<file path="config.mk">
export PLATFORM = sky130hd
export DESIGN_NAME = player_motion_ctrl
export DESIGN_NICKNAME = d
export VERILOG_FILES = /design/src/rtl/rpg_pkg.sv /design/src/rtl/tick_down_counter.sv /design/src/rtl/player_motion_ctrl.sv
export SDC_FILE = /design/constraint.sdc
export NUM_CORES = 1
export LEC_CHECK = 0
export BUFFER_PORTS_ARGS = -buffer_cell sky130_fd_sc_hd__buf_2
export CORE_UTILIZATION = 58
export CTS_CLUSTER_SIZE = 14
export DETAILED_ROUTE_END_ITERATION = 12
export PLACE_DENSITY = 0.81
export REMOVE_ABC_BUFFERS = 1
export SETUP_SLACK_MARGIN = 0.15
export SLEW_MARGIN = 20
export SYNTH_ARGS = -nofsm -noshare
export SYNTH_HDL_FRONTEND = slang
export SYNTH_SLANG_ARGS = --single-unit
export TNS_END_PERCENT = 10
</file>
<file path="constraint.sdc">
create_clock -name clk -period 2.7 [get_ports clk]
set_input_delay 0.405 -clock clk [delete_from_list [all_inputs] [get_ports clk]]
set_output_delay 0.405 -clock clk [all_outputs]
set_load 0.02 [all_outputs]
</file>
<file path="src/rtl/rpg_pkg.sv">
// Shared play-area geometry, player state encoding and position packing helpers.
package rpg_pkg;

  localparam int TILE   = 32;
  localparam int SPRITE = 16;

  localparam int STEP  = 2;
  localparam int X_MIN = 144;
  localparam int X_MAX = 768;
  localparam int Y_MIN = 31;
  localparam int Y_MAX = 495;

  localparam logic [9:0] START_X = 10'd144;
  localparam logic [9:0] START_Y = 10'd31;

  localparam int MAX_HEALTH   = 3;
  localparam int INVULN_TICKS = 60;
  localparam int TMR_W        = 6;

  typedef enum logic [1:0] {
    ST_ALIVE  = 2'd0,
    ST_INVULN = 2'd1,
    ST_DEAD   = 2'd2
  } state_t;

  // Position bus layout is {x[19:10], y[9:0]}.
  function automatic logic [19:0] pack_pos(input logic [9:0] x, input logic [9:0] y);
    return {x, y};
  endfunction

endpackage

</file>
<file path="src/rtl/tick_down_counter.sv">
// Loadable down counter that stops at zero; used for the invulnerability window.
module tick_down_counter #(
  parameter int W = 6
) (
  input  logic         clk,
  input  logic         reset,
  input  logic         load,
  input  logic [W-1:0] load_val,
  input  logic         dec,
  output logic [W-1:0] count,
  output logic         zero
);

  // Load has priority over decrement; decrement saturates at zero.
  always_ff @(posedge clk) begin
    if (reset) begin
      count <= '0;
    end else if (load) begin
      count <= load_val;
    end else if (dec && (count != '0)) begin
      count <= count - W'(1);
    end
  end

  assign zero = (count == '0);

endmodule

</file>
<file path="src/rtl/player_motion_ctrl.sv">
// Player position/health controller: per-frame movement with wall and bound gating,
// enemy damage with an invulnerability window, death and respawn.
module player_motion_ctrl
  import rpg_pkg::*;
(
  input  logic        clk,
  input  logic        reset,
  input  logic        move_tick,
  input  logic        btn_up,
  input  logic        btn_down,
  input  logic        btn_left,
  input  logic        btn_right,
  input  logic        btn_respawn,
  input  logic        wall_up,
  input  logic        wall_right,
  input  logic        wall_down,
  input  logic        wall_left,
  input  logic        enemy_collide,
  output logic [19:0] position,
  output logic [1:0]  health,
  output logic        hit,
  output logic        invuln,
  output logic        dead
);

  state_t           state_reg, state_next;
  logic [9:0]       x_reg, x_next, y_reg, y_next;
  logic [9:0]       mv_x, mv_y;
  logic [1:0]       health_reg, health_next;
  logic             hit_reg, hit_next;
  logic             tmr_load, tmr_dec, tmr_zero, tmr_expire;
  logic [TMR_W-1:0] tmr_count;

  // Candidate coordinates one step away, widened so a decrement can never wrap silently.
  logic [10:0] x_dec, x_inc, y_dec, y_inc;
  logic        can_up, can_down, can_left, can_right;

  assign x_dec = {1'b0, x_reg} - 11'(STEP);
  assign x_inc = {1'b0, x_reg} + 11'(STEP);
  assign y_dec = {1'b0, y_reg} - 11'(STEP);
  assign y_inc = {1'b0, y_reg} + 11'(STEP);

  assign can_up    = !wall_up    && !y_dec[10] && (y_dec >= 11'(Y_MIN));
  assign can_down  = !wall_down  && (y_inc <= 11'(Y_MAX));
  assign can_left  = !wall_left  && !x_dec[10] && (x_dec >= 11'(X_MIN));
  assign can_right = !wall_right && (x_inc <= 11'(X_MAX));

  // The window ends on the tick that sees the last count; zero is a safety net.
  assign tmr_expire = (tmr_count == TMR_W'(1)) || tmr_zero;

  tick_down_counter #(.W(TMR_W)) u_invuln_timer (
    .clk      (clk),
    .reset    (reset),
    .load     (tmr_load),
    .load_val (TMR_W'(INVULN_TICKS)),
    .dec      (tmr_dec),
    .count    (tmr_count),
    .zero     (tmr_zero)
  );

  // Single-axis move: highest-priority pressed button wins even when it is blocked.
  always_comb begin
    mv_x = x_reg;
    mv_y = y_reg;
    if (btn_up) begin
      if (can_up) mv_y = y_dec[9:0];
    end else if (btn_down) begin
      if (can_down) mv_y = y_inc[9:0];
    end else if (btn_left) begin
      if (can_left) mv_x = x_dec[9:0];
    end else if (btn_right) begin
      if (can_right) mv_x = x_inc[9:0];
    end
  end

  // Next-state, damage and respawn logic; everything advances only on move_tick.
  always_comb begin
    state_next  = state_reg;
    x_next      = x_reg;
    y_next      = y_reg;
    health_next = health_reg;
    hit_next    = 1'b0;
    tmr_load    = 1'b0;
    tmr_dec     = 1'b0;
    if (move_tick) begin
      case (state_reg)
        ST_ALIVE: begin
          x_next = mv_x;
          y_next = mv_y;
          if (enemy_collide) begin
            health_next = health_reg - 2'd1;
            hit_next    = 1'b1;
            if (health_reg == 2'd1) begin
              state_next = ST_DEAD;
            end else begin
              state_next = ST_INVULN;
              tmr_load   = 1'b1;
            end
          end
        end
        ST_INVULN: begin
          x_next  = mv_x;
          y_next  = mv_y;
          tmr_dec = 1'b1;
          if (tmr_expire) state_next = ST_ALIVE;
        end
        ST_DEAD: begin
          if (btn_respawn) begin
            state_next  = ST_ALIVE;
            x_next      = START_X;
            y_next      = START_Y;
            health_next = 2'(MAX_HEALTH);
          end
        end
        default: state_next = ST_ALIVE;
      endcase
    end
  end

  // State, position, health and hit-pulse registers.
  always_ff @(posedge clk) begin
    if (reset) begin
      state_reg  <= ST_ALIVE;
      x_reg      <= START_X;
      y_reg      <= START_Y;
      health_reg <= 2'(MAX_HEALTH);
      hit_reg    <= 1'b0;
    end else begin
      state_reg  <= state_next;
      x_reg      <= x_next;
      y_reg      <= y_next;
      health_reg <= health_next;
      hit_reg    <= hit_next;
    end
  end

  assign position = pack_pos(x_reg, y_reg);
  assign health   = health_reg;
  assign hit      = hit_reg;
  assign invuln   = (state_reg == ST_INVULN);
  assign dead     = (state_reg == ST_DEAD);

endmodule
</file>
=== Yosys cells after proc, flatten, opt, wreduce, memory -nomap -nowiden ===
Cells that the tools add are included.

* Flip-flop bits (word level): 31
* Bits in latches: 0
* Memory bits (writable): 0
* Memory bits (read-only): 0
* Output and inout bits: 25
* Logic and storage cells: 92
* Memories kept: 0

* Add/sub/neg operators: 6
* $mul: 0
* Div/mod/pow operators: 0
* $lt $le $gt $ge: 4
* Eq/ne operators: 15
* Shifts and indexed selects: 0
* Muxes and demuxes: 31
* Bitwise logic cells: 2
* Reduce and logical (&&, ||, !) cells: 27

{| class="wikitable"
|+ Operator list
! kind !! number
|-
| $mux 10 || 12
|-
| $pmux 10 s2 || 2
|-
| $add 10x2->11 const B || 2
|-
| $sub 10x2->11 const B || 2
|-
| $mux 2 || 6
|-
| $mux 6 || 2
|-
| $ne 3x1->1 const B || 4
|-
| $ge 11x5->1 const B || 1
|-
| $ge 11x8->1 const B || 1
|-
| $le 11x10->1 const B || 1
|-
| $le 11x9->1 const B || 1
|-
| $ne 2x2->1 const B || 4
|-
| $reduce_and 4->1 || 2
|-
| $reduce_and 8->1 || 1
|-
| $logic_and 1x1->1 || 7
|-
| $mux 1 || 7
|-
| $eq 6x1->1 const B || 1
|-
| $logic_not 1->1 || 6
|-
| $logic_not 6->1 || 1
|-
| $ne 3x2->1 const B || 2
|-
| $pmux 2 s3 || 1
|-
| $reduce_and 6->1 || 1
|-
| $reduce_bool 2->1 || 3
|-
| $reduce_bool 6->1 || 1
|-
| other kinds (11) || 14
|}

=== Logic depth before layout (Yosys ltp) ===
* Depth after elaboration: 9
* Depth in mapped cells: 11
* Gate-level depth less buffers: 9

=== Hierarchy ===
Synthesis repeated with hierarchy kept, for this count alone.

* Cells, all modules: 346
* Area total of the unflattened synthesis: 2731.4 um^2

{| class="wikitable"
|+ By module, submodules not included
! module !! instances !! cells each !! area an instance (um^2) !! seq. area each (um^2)
|-
| player_motion_ctrl || 1 || 304 || 2359.8 || 480.5
|-
| tick_down_counter || 1 || 42 || 371.6 || 120.1
|}

=== Least setup slack after synthesis ===
No wires, ideal clock.

* Path kind: reg2reg
* Start: register y_reg[1]
* End: register y_reg[4]
* Setup time: 131 ps
* Arrival time: 2402 ps
* Slack: 167 ps
* Cell stages (with the launch flop): 12
* Path buffers: 2
* Clock period less this slack: 2533 ps
* Path through: dfxtp_1 > buf_2 > inv_1 > ha_1 > nor2_1 > o211ai_1 > nor4b_1 > a211o_2 > nor3b_4 > and2_1 > buf_4 > a32oi_1

* Word-level cells in the longest chain between the ends: 6

{| class="wikitable"
|+ RTL lines
! what !! RTL line !! source
|-
| start: declaration || player_motion_ctrl.sv:27 || <nowiki>logic [9:0] x_reg, x_next, y_reg, y_next;</nowiki>
|-
| start signal: assignment || player_motion_ctrl.sv:131 || <nowiki>y_reg <= y_next;</nowiki>
|-
| parallel branches: the longest is 6 deep, another holds $sub 10x2->11 || n/a ||
|}

Parallel ways; which one is timed is not known. The select of a mux whose other input is x is not followed.
A chain may end at the register's enable or synchronous reset.

=== Worst setup path after layout ===
* Start: register x_reg[4]
* End: register x_reg[3]

* Word-level cells in the longest chain between the ends: 6

{| class="wikitable"
|+ RTL lines
! what !! RTL line !! source
|-
| start: declaration || player_motion_ctrl.sv:27 ||
|-
| start signal: assignment || player_motion_ctrl.sv:130 || <nowiki>x_reg <= x_next;</nowiki>
|-
| parallel branches: the longest is 5 deep, another holds $sub 10x2->11 || n/a ||
|-
| $reduce_and 8->1 (no line) (*) || n/a ||
|}

Mark *: on every way between the ends.

==> impl_metrics.py <==
metrics = {
    "global_routing": {
        "grt_first_pass_wirelength_mm": 9.804,
        "grt_max_degree": 30,
        "grtUsageTotal": 0.2794,
        "first_global_vias": 2154,
        "antenna_found_initial": 0,
        "globalRoute.totalOverflow": 0,
    },
    "sta": {
        "final_hold_viol_count": 0,
        "fmax_ghz": 0.4141,
        "period_needed_ps": 2415,
        "finalSetupViolCount": 0,
        "whs_ps": 429.3,
        "drv_slew": 0,
        "finalClockSkew_ps": 5.054,
        "post-route-period-util": 0.8943,
        "rsz0062_at_grt": "yes",
        "timing.slew.headroom": 0.6091,
        "tns_ps": 0,
        "tightest_slew_ps": 581.0,
    },
    "synthesis": {
        "synth_edf_count": 0,
        "synth_compound_area_frac": 0.2659,
        "ys_types": 74,
        "syn_area_sq_um": 2579,
        "synth_top_family_by_area": "simple AND/OR/NAND/NOR gates",
        "synthCells": 332,
        "synth-simple-area-share": 0.3100,
        "synth_top_area_frac": 0.2329,
        "seq_area_frac_synth": 0.2329,
        "ys_warn_count": 0,
        "synth_mux_area_frac": 0.008248,
        "avgSynthCellArea_sq_um": 7.767,
        "yosys_register_bits": 30,
        "synth-main-ff-cell": "dfxtp_1",
        "synth_fa_ha_area_frac": 0.04852,
        "synth_top_area_cell": "dfxtp_1",
        "synth_xor_area_frac": 0.03736,
        "async_reset_ff_frac": 0,
        "synth.area.top_cells": "dfxtp_1 (23%), ha_1 (4.9%), nor2_1 (4.5%), a21oi_1 (4.1%), o21ai_0 (3.9%)",
    },
    "setup_path": {
        "slowest_stage": "dfxtp_1",
        "setup.worst_path.start": "x_reg[4]",
        "critPathBufInv": 0,
        "critPathCaptureType": "flip-flop",
        "critPathMaxStageDelay_ps": 670,
        "cp.arrival_ps": 2630,
        "cp_top_family": "simple AND/OR/NAND/NOR gates",
        "worstPathRequired_ps": 2920,
        "cp-start-kind": "flip-flop",
        "r2r_start": "x_reg[4]",
        "path_class": "flip-flop to flip-flop",
        "crit_fanout": 16,
        "path_cells": "and4_4 > a31oi_1 > a211o_1 > o211ai_2 > nand3_4 > or4_1 > a21oi_1",
    },
    "die": {
        "row_count": 23,
        "core_area_sq_um": 4144,
        "pin_count": 38,
        "die_h_microns": 68.68,
        "die_w_microns": 68.68,
        "initial_core_util": 0.6223,
        "die_area_sq_um": 4717,
    },
    "placed_design": {
        "dpl.cell_count": 402,
        "numPortBuffers": 36,
        "finalWeightedCongestion": 0.9840,
        "hpwl_mm": 4.391,
        "dpl_cell_area_sq_um": 2703,
    },
    "power": {
        "ir_drop_mv": 0.3236,
        "cellPowerDensity_nw_per_um2": 414.5,
        "p_leak_uw": 0.001107,
    },
    "clocking": {
        "cts.sink_count": 30,
        "clockBufferDepth": 2,
        "cts-root-buf": "clkbuf_8",
        "postCtsHoldBufs": 0,
        "cts_tree": "yes",
        "insertion_delay_ps": 280,
        "cts_buffers": 5,
        "htree_levels": 2,
        "clkTransAtPathRegs_ps": 60,
    },
    "routing": {
        "antenna_left": 0,
        "drc": 0,
        "wl_per_cell_microns": 15.01,
        "wl_mm": 6.141,
        "vias": 2600,
        "firstDrtPassIters": 5,
        "drt_iter0_markers": 261,
        "via_per_inst": 6.357,
    },
    "layout": {
        "final_common_cell": "buf_2",
        "fin_area_sq_um": 2818,
        "area_delta_synth_final_pct": 9.267,
        "final_nets": 382,
        "largest_reg_flops": 10,
        "drive_gt1_frac": 0.2117,
        "fin_cells": 409,
        "diodes": 0,
        "layout_common_cells": "buf_2 (36), nor2_1 (31), dfxtp_1 (29), nand2_1 (25), a21oi_1 (21)",
        "final_core_util": 0.6800,
    },
    "min_path": {
        "hp-class": "primary input to flip-flop",
        "min_from": "enemy_collide",
    },
    "job": {
        "maxCapViolations": 0,
    },
    "outcome": {
        "status": "finished clean",
    },
}
-- metal layers --
| metal | up-vias | global-route usage | wire (microns) |
|---|---|---|---|
| met1 | 1231 | 0.3595 | 2855 |
| met5 | - | 0 | 0 |
| met4 | 0 | 0.08333 | 58 |
| li1 | 1276 | - | - |
| met3 | 6 | 0.05592 | 318 |
| met2 | 87 | 0.4669 | 2908 |
-- where the power goes --
part	internal, uW	switching (uW)	leakage [uW]
Combinational	90.1	131	0.000806
Sequential	460	24.6	0.000243
Clock	295	167	0.0000573
-- cells by family (layout without fill, tap and decap cells) --
family          Yosys count  in the layout
mux                       2              2
buf+inv                  40             67
fa+ha+maj                10             10
simple gates            141            141
other cells               1              1
xor+xnor                 11             11
compound gates           97             97
flops                    30             30
-- per-stage QoR --
| step | total power, uW | setup slack (ps) |
|---|---|---|
| floorplan | 635.7 | 136.7 |
| global placement | 708.0 | 280.1 |
| detailed placement | 711.2 | 246.6 |
| CTS | 1174 | 239.8 |
| global route | 1234 | 113.4 |
| finish | 1168 | 285.3 |
-- layout make-up --
cell class,count,area [sq um]
clock inverters,1,30.03
repair buffers,46,255.2
multi-input cells,262,1733
well taps,50,62.56
fillers,378,1326
flip-flops and latches,30,601.8
inverters,14,52.55
clock buffers,6,82.58
-- synthesized netlist by cell type, types with 4 or more instances --
cell and number:
nor4_1 6, nand3_1 13, ha_1 10, nor2b_1 10
buf_2 6, a21oi_1 21, nor3_1 13, xor2_1 6
buf_4 7, o32ai_1 6, inv_1 14, o21ai_0 20
nand2_1 25, dfxtp_1 30, clkbuf_8 4, a32o_1 7
clkbuf_1 5, nor2_1 31, xnor2_1 5, o31ai_1 4
nand2b_1 5
-- worst min-delay path, stage by stage --
cell     delay (ps)
buf_2           120
nand3_1         100
nor2_1           40
-- final timing paths --
kind,end,slack [ps],cells past startpoint
max,x_reg[3],290,7
min,hit,430,3
max reg2reg,x_reg[3],290,7
min reg2reg,health[1],510,2
-- repair_timing --
action,in CTS,in global routing
resized for setup,0,2
buffers inserted,0,0
setup endpoints to repair,0,9
No activity file was read; power rests on OpenSTA's default activity.
